$ cat src/rtl/menu_nav_if.sv
// Menu navigator bus: button levels, entry texts and the selection handshake
// toward the ATM state machine, plus the scrolled display window.
interface menu_nav_if #(
    parameter int NUM_ITEMS = 4,
    parameter int CHAR_W    = 5,
    parameter int TEXT_LEN  = 16,
    parameter int WIN       = 8
);
    localparam int IDX_W = $clog2(NUM_ITEMS);
    localparam int POS_W = $clog2(TEXT_LEN);

    logic                               en;
    logic                               btn_up;
    logic                               btn_down;
    logic                               btn_ok;
    logic [NUM_ITEMS*TEXT_LEN*CHAR_W-1:0] text_in;
    logic                               sel_ready;
    logic [IDX_W-1:0]                   sel_idx;
    logic                               sel_valid;
    logic [POS_W-1:0]                   scroll_pos;
    logic [WIN*CHAR_W-1:0]              disp_chars;

    modport master (
        output en, btn_up, btn_down, btn_ok, text_in, sel_ready,
        input  sel_idx, sel_valid, scroll_pos, disp_chars
    );

    modport slave (
        input  en, btn_up, btn_down, btn_ok, text_in, sel_ready,
        output sel_idx, sel_valid, scroll_pos, disp_chars
    );
endinterface

$ cat src/rtl/menu_nav.sv
// Menu navigator: wrap-around entry selection from button edges, timed text
// scrolling through a WIN-character window, and a valid/ready hand-off of the
// confirmed entry.
module menu_nav #(
    parameter int NUM_ITEMS  = 4,
    parameter int CHAR_W     = 5,
    parameter int TEXT_LEN   = 16,
    parameter int WIN        = 8,
    parameter int SCROLL_DIV = 100_000_000
) (
    input  logic        clk,
    input  logic        rst,
    menu_nav_if.slave   bus
);
    localparam int IDX_W  = $clog2(NUM_ITEMS);
    localparam int POS_W  = $clog2(TEXT_LEN);
    localparam int TICK_W = $clog2(SCROLL_DIV);

    typedef enum logic [1:0] {IDLE, BROWSE, CONFIRM} state_t;

    state_t              state, state_n;
    logic [IDX_W-1:0]    idx_q, idx_n;
    logic [POS_W-1:0]    pos_q, pos_n;
    logic [TICK_W-1:0]   tick_q, tick_n;
    logic                up_prev, down_prev, ok_prev;
    logic                up_press, down_press, ok_press;
    logic                tick_tc;
    logic [POS_W-1:0]    pos_step;
    logic [WIN*CHAR_W-1:0] disp_q, disp_n;

    // Previous button levels; loading them during reset too means a button
    // held through reset release never looks like a fresh press.
    always_ff @(posedge clk) begin
        up_prev   <= bus.btn_up;
        down_prev <= bus.btn_down;
        ok_prev   <= bus.btn_ok;
    end

    assign up_press   = bus.btn_up   & ~up_prev;
    assign down_press = bus.btn_down & ~down_prev;
    assign ok_press   = bus.btn_ok   & ~ok_prev;

    // Scroll step values; TEXT_LEN may not be a power of two, so wrap by compare.
    assign tick_tc  = (tick_q == TICK_W'(SCROLL_DIV - 1));
    assign pos_step = (pos_q == POS_W'(TEXT_LEN - 1)) ? '0 : pos_q + POS_W'(1);

    // Next state, index, scroll position and tick counter.
    always_comb begin
        state_n = state;
        idx_n   = idx_q;
        pos_n   = pos_q;
        tick_n  = tick_q;
        if (!bus.en) begin
            state_n = IDLE;
            pos_n   = '0;
            tick_n  = '0;
        end else begin
            unique case (state)
                IDLE: begin
                    state_n = BROWSE;
                    pos_n   = '0;
                    tick_n  = '0;
                end
                BROWSE, CONFIRM: begin
                    if (tick_tc) begin
                        tick_n = '0;
                        pos_n  = pos_step;
                    end else begin
                        tick_n = tick_q + TICK_W'(1);
                    end
                    if (state == CONFIRM) begin
                        // Buttons are ignored here; only the handshake moves us on.
                        if (bus.sel_ready) state_n = BROWSE;
                    end else if (ok_press) begin
                        state_n = CONFIRM;
                    end else if (up_press && !down_press) begin
                        idx_n  = (idx_q == '0) ? IDX_W'(NUM_ITEMS - 1) : idx_q - IDX_W'(1);
                        pos_n  = '0;
                        tick_n = '0;
                    end else if (down_press && !up_press) begin
                        idx_n  = (idx_q == IDX_W'(NUM_ITEMS - 1)) ? '0 : idx_q + IDX_W'(1);
                        pos_n  = '0;
                        tick_n = '0;
                    end
                end
                default: state_n = IDLE;
            endcase
        end
    end

    // Control state registers.
    always_ff @(posedge clk) begin
        if (rst) begin
            state  <= IDLE;
            idx_q  <= '0;
            pos_q  <= '0;
            tick_q <= '0;
        end else begin
            state  <= state_n;
            idx_q  <= idx_n;
            pos_q  <= pos_n;
            tick_q <= tick_n;
        end
    end

    // Unpack entry texts into [item][char] for indexed lookup.
    logic [CHAR_W-1:0] chars [NUM_ITEMS][TEXT_LEN];

    for (genvar j = 0; j < NUM_ITEMS; j++) begin : g_item
        for (genvar k = 0; k < TEXT_LEN; k++) begin : g_char
            assign chars[j][k] = bus.text_in[(j*TEXT_LEN+k)*CHAR_W +: CHAR_W];
        end
    end

    // Window lane i shows char (scroll_pos+i) mod TEXT_LEN; the sum is below
    // 2*TEXT_LEN, so a single conditional subtract performs the wrap.
    for (genvar i = 0; i < WIN; i++) begin : g_win
        logic [POS_W:0]   sum;
        logic [POS_W-1:0] cpos;
        assign sum  = {1'b0, pos_q} + (POS_W+1)'(i);
        assign cpos = (sum >= (POS_W+1)'(TEXT_LEN)) ? POS_W'(sum - (POS_W+1)'(TEXT_LEN))
                                                    : sum[POS_W-1:0];
        assign disp_n[i*CHAR_W +: CHAR_W] = chars[idx_q][cpos];
    end

    // Registered display window, one edge behind index/position/text.
    always_ff @(posedge clk) begin
        if (rst) disp_q <= '0;
        else     disp_q <= disp_n;
    end

    assign bus.sel_idx    = idx_q;
    assign bus.sel_valid  = (state == CONFIRM);
    assign bus.scroll_pos = pos_q;
    assign bus.disp_chars = disp_q;
endmodule

$ cat src/flat_wrapper.sv
// flat-port wrapper written by rule: the top's interface ports become plain ports
module menu_nav_flat 
#(
    parameter int NUM_ITEMS  = 4,
    parameter int CHAR_W     = 5,
    parameter int TEXT_LEN   = 16,
    parameter int WIN        = 8,
    parameter int SCROLL_DIV = 100_000_000
)
  (clk, rst, bus_en, bus_btn_up, bus_btn_down, bus_btn_ok, bus_text_in, bus_sel_ready, bus_sel_idx, bus_sel_valid, bus_scroll_pos, bus_disp_chars);
  menu_nav_if #(.NUM_ITEMS(NUM_ITEMS), .CHAR_W(CHAR_W), .TEXT_LEN(TEXT_LEN), .WIN(WIN)) bus_i ();
  input  logic clk;
  input  logic rst;
  input wire logic [$bits(bus_i.en)-1:0] bus_en;
  input wire logic [$bits(bus_i.btn_up)-1:0] bus_btn_up;
  input wire logic [$bits(bus_i.btn_down)-1:0] bus_btn_down;
  input wire logic [$bits(bus_i.btn_ok)-1:0] bus_btn_ok;
  input wire logic [$bits(bus_i.text_in)-1:0] bus_text_in;
  input wire logic [$bits(bus_i.sel_ready)-1:0] bus_sel_ready;
  output wire logic [$bits(bus_i.sel_idx)-1:0] bus_sel_idx;
  output wire logic [$bits(bus_i.sel_valid)-1:0] bus_sel_valid;
  output wire logic [$bits(bus_i.scroll_pos)-1:0] bus_scroll_pos;
  output wire logic [$bits(bus_i.disp_chars)-1:0] bus_disp_chars;
  assign bus_i.en = bus_en;
  assign bus_i.btn_up = bus_btn_up;
  assign bus_i.btn_down = bus_btn_down;
  assign bus_i.btn_ok = bus_btn_ok;
  assign bus_i.text_in = bus_text_in;
  assign bus_i.sel_ready = bus_sel_ready;
  assign bus_sel_idx = bus_i.sel_idx;
  assign bus_sel_valid = bus_i.sel_valid;
  assign bus_scroll_pos = bus_i.scroll_pos;
  assign bus_disp_chars = bus_i.disp_chars;
  menu_nav #(.NUM_ITEMS(NUM_ITEMS), .CHAR_W(CHAR_W), .TEXT_LEN(TEXT_LEN), .WIN(WIN), .SCROLL_DIV(SCROLL_DIV)) u_core (.clk(clk), .rst(rst), .bus(bus_i));
endmodule
$ cat config.mk
export PLATFORM = sky130hd
export DESIGN_NAME = menu_nav_flat
export DESIGN_NICKNAME = d
export VERILOG_FILES = /design/src/rtl/menu_nav_if.sv /design/src/rtl/menu_nav.sv /design/src/flat_wrapper.sv
export SDC_FILE = /design/constraint.sdc
export NUM_CORES = 1
export LEC_CHECK = 0
export ABC_CLOCK_PERIOD_IN_PS = 3950
export CORE_ASPECT_RATIO = 0.7
export CORE_MARGIN = 10
export CORE_UTILIZATION = 35
export CTS_BUF_LIST = sky130_fd_sc_hd__clkbuf_4 sky130_fd_sc_hd__clkbuf_8
export DETAILED_ROUTE_END_ITERATION = 6
export DONT_BUFFER_PORTS = 1
export GPL_TIMING_DRIVEN = 0
export PLACE_DENSITY_LB_ADDON = 0.12
export SLEW_MARGIN = 20
export SYNTH_ARGS = -nofsm -noshare
export SYNTH_HDL_FRONTEND = slang
export SYNTH_SLANG_ARGS = --single-unit
export TNS_END_PERCENT = 1
$ cat constraint.sdc
create_clock -name clk -period 3.95 [get_ports clk]
set_clock_uncertainty 0.15 [all_clocks]
set_input_delay 0.5925 -clock clk [delete_from_list [all_inputs] [get_ports clk]]
set_output_delay 0.5925 -clock clk [all_outputs]
set_load 0.005 [all_outputs]
==> results.txt <==
ANT nets after route -> 0
Syn nets -> 1,727
CTS tree -> built
DRC -> 0
Die W -> 252 um
Power share of the clock group -> 26.3%
Status -> finished with violations
Combinational share of power -> 40.2%
Min Tclk post-route -> 4.12 ns
Cell-internal power -> 1530 uW
Fin util -> 38.4%
WHS -> 0.0492 ns
# port buffers -> 0
Final WS setup -> -0.172 ns
Global-route wire length before repair -> 119,000 um
Top cells by area, synth -> mux4_2 33%, dfxtp_1 12%, mux2i_1 9.1%
Grt met3 use -> 20.3%
Syn Std Cell Area -> 0.0132 mm^2
CP max FO -> 10
Die Y -> 182 um
Slowest stage cell, crit path -> buf_1
Synthesized flop and latch total -> 78
NetSw -> 964 uW
Max-cap violations -> 0
RR Startpoint -> u_core.bus.scroll_pos[1]
Max H-tree Level -> 3
Sw frac -> 38.6%
Top cell type's share of synthesized area -> 33.2%
CTS Buffer Depth -> 2
Final Instance Area -> 0.0143 mm^2
Synth area leader -> mux4_2
Leading register cell type out of synthesis -> dfxtp_1
Cts bufs inserted -> 9
Detail-routed via count per cell -> 7.60
Total negative slack -> -0.351 ns
I/O pins -> 374
Worst skew pair latency -> 0.41 ns
Total grt overflow -> 0
Worst-path cell chain -> buf_6 > buf_2 > buf_1 > mux4_2 > mux2i_1 > nor2_1 > a21oi_1 > o211ai_1
Crit end category -> flop
Critical R2R Capture -> u_core.bus.disp_chars[0]
Failing checks -> setup timing
Buf/Inv on CP -> 3
Die area -> 0.0459 mm^2
Hold Crit Depth -> 0
RSZ-0062 raised after global routing -> false
Final setup fails -> 7
Drt first pass iters -> 5
Min-delay src -> bus_btn_down
Met1 usage -> 46.4%
Cell Rows -> 59
Final hold vios -> 0
Startpoint types -> flop
Seq/Total Area, Yosys -> 11.9%
Routed length per instance -> 46.6 um
DPL Wire Length -> 72,700 um
Starting DRC count in detailed routing -> 2,422
Placed Area -> 0.0138 mm^2
Core area -> 0.0371 mm^2
Final nets -> 1,737
Rel. slew slack -> 12.2%
Largest net degree at the start of global routing -> 23
Vias in the first global route -> 13,700
Reg power frac -> 33.5%
Syn Area/Cell -> 9.51 um^2
Fill count -> 3,776
Critical setup path kind -> flop to flop
R2r worst-path depth -> 8
Crit path arrival time -> 4.20 ns
Final wirelength -> 88,500 um
Post-synth EDFFs -> 0
Clock Pin Slew Worst Setup and Hold Paths -> 0.09 ns
Synth Area in XOR/XNOR -> 2.20%
Grt met2 use -> 52.2%
Pre-CTS WS -> -2.10 ns
Post-synthesis async set-or-reset flop share -> 0%
Maximum VDD drop -> 0.000169 V
CP peak stage delay -> 1.01 ns
Layout cell share with drive strength beyond 1 -> 27.8%
PwrDens -> 175 mW/mm^2
Warnings from Yosys -> 0
Global-route usage over all layers -> 37.5%
Sink Count -> 78
Antenna violations before repair -> 7
Gr busiest metal -> met2
Initial Utilization -> 35.4%
Synth cell types -> 63
Fmax -> 0.243 GHz
R2r setup slk -> -0.17 ns
Fin crit share -> 104%
Worst slew pin tran -> 1.32 ns
RePlAce Congestion -> 1.09
Final Max Tran Viols -> 0
WHS Endpoint -> u_core.down_prev
Synth Area in Compound Gates -> 15.6%
Main combinational cell family by area after synthesis -> multiplexers
Multiplexer share of the synthesized area -> 48.3%
Leakage -> 0.00452 uW
Simple-gate share of the synthesized area -> 14.5%
Adder-Cell Fraction of Synth Area -> 1.62%
Area Overhead vs Synth -> 8.36%
Hold WC Path Type -> input port to flop
Via count -> 14,400
Largest delay share family, worst path -> buffers and inverters
Root buffer cell -> clkbuf_8
Post-Syn Instances -> 1,383
Req. time, crit path -> 4.03 ns
==> registers in the layout, indices dropped and copies added, names as in the netlist <==
signal                 count
u_core.down_prev           1
u_core.state               2
u_core.tick_q             27
u_core.bus.sel_idx         2
u_core.up_prev             1
u_core.ok_prev             1
u_core.bus.disp_chars     40
u_core.bus.scroll_pos      4
==> cells in the final DEF (no fill, tap or decap), drive strengths merged, types with 5 or more instances in the layout <==
cell	netlist	final
xor2	14	14
o211ai	28	28
o21ai	45	45
or2	5	5
o22ai	26	26
clkbuf	48	59
buf	78	77
a22oi	16	16
nor2b	13	13
mux4	194	194
mux2	70	70
a32oi	21	21
nand4	15	15
xnor2	19	19
nor2	126	126
o221ai	14	14
ha	17	17
inv	17	17
a211oi	22	22
nand2b	18	18
and2	9	9
nor3	19	19
o31a	7	7
diode	0	15
nand2	182	182
a21oi	57	57
mux2i	119	119
dfxtp	78	78
a31oi	10	10
a221o	18	18
nand3	25	25
==> metrics by stage <==
stage / cells / power [uW]
after floorplan: 1383 / 1440
after global placement: 1871 / 1800
after detailed placement: 1871 / 1790
after CTS: 1886 / 2470
after global routing: 1892 / 2560
final: 1901 / 2500
==> Yosys cell counts (18+ instances only) <==
cell and number:
a211oi_1 22, mux2i_1 119, clkbuf_1 48, nor3_1 19
mux4_2 194, nand2b_1 18, nor2_1 126, o211ai_1 28
nand2_1 182, a21oi_1 57, buf_2 36, mux2_2 68
dfxtp_1 78, a221o_1 18, a32oi_1 21, o21ai_0 35
o22ai_1 26, xnor2_1 19, nand3_1 25
==> routing by layer <==
metal | wire length [um] | vias up
li1 | - | 5530
met5 | 119 | -
met3 | 15200 | 252
met4 | 4930 | 6
met1 | 32800 | 7256
met2 | 35500 | 1398
==> power by group through the flow <==
stage	clock network, uW	logic [uW]	registers [uW]
after global placement	0	938	858
final	657	1000	837
after global routing	705	1010	841
after detailed placement	0	930	858
after floorplan	0	589	847
after CTS	683	946	839
==> timing repair <==
item	CTS	global route
endpoints found under the hold margin	0	0
hold buffers	0	0
endpoints found under the setup margin	34	16
resized for setup	72	9
setup buffers	0	0
==> layout make-up <==
class	instances	area (um^2)	area share, %
clock buffer	11	145	1.02
sequential	78	1570	11.0
buffer	125	813	5.71
clock inverter	5	58.8	0.413
tap	488	611	4.28
antenna	15	37.5	0.263
inverter	18	75.1	0.527
multi-input combinational	1161	10900	76.8
==> worst max path at each step <==
stage	start	endpoint	slack [ns]	depth (start not counted)
6_report	u_core.bus.scroll_pos[1]	u_core.bus.disp_chars[0]	-0.17	8
5_1_grt	u_core.bus.scroll_pos[0]	u_core.bus.disp_chars[8]	0.007	13
4_1_cts	u_core.bus.scroll_pos[1]	u_core.bus.disp_chars[30]	0.03	10
3_5_place_dp	u_core.bus.scroll_pos[1]	u_core.bus.disp_chars[37]	-2.10	13
3_3_place_gp	u_core.bus.scroll_pos[1]	u_core.bus.disp_chars[37]	-2.24	15
2_1_floorplan	u_core.bus.scroll_pos[1]	u_core.bus.disp_chars[39]	0.21	13
==> cell families (layout without fill, tap and decap cells) <==
logic type      Yosys count  in the layout
fa+ha+maj                17             17
xor+xnor                 33             33
other cells               0             15
mux                     383            383
simple gates            432            432
compound gates          296            296
buf+inv                 144            159
flops                    78             78
Power figures use the tool's default switching activity.
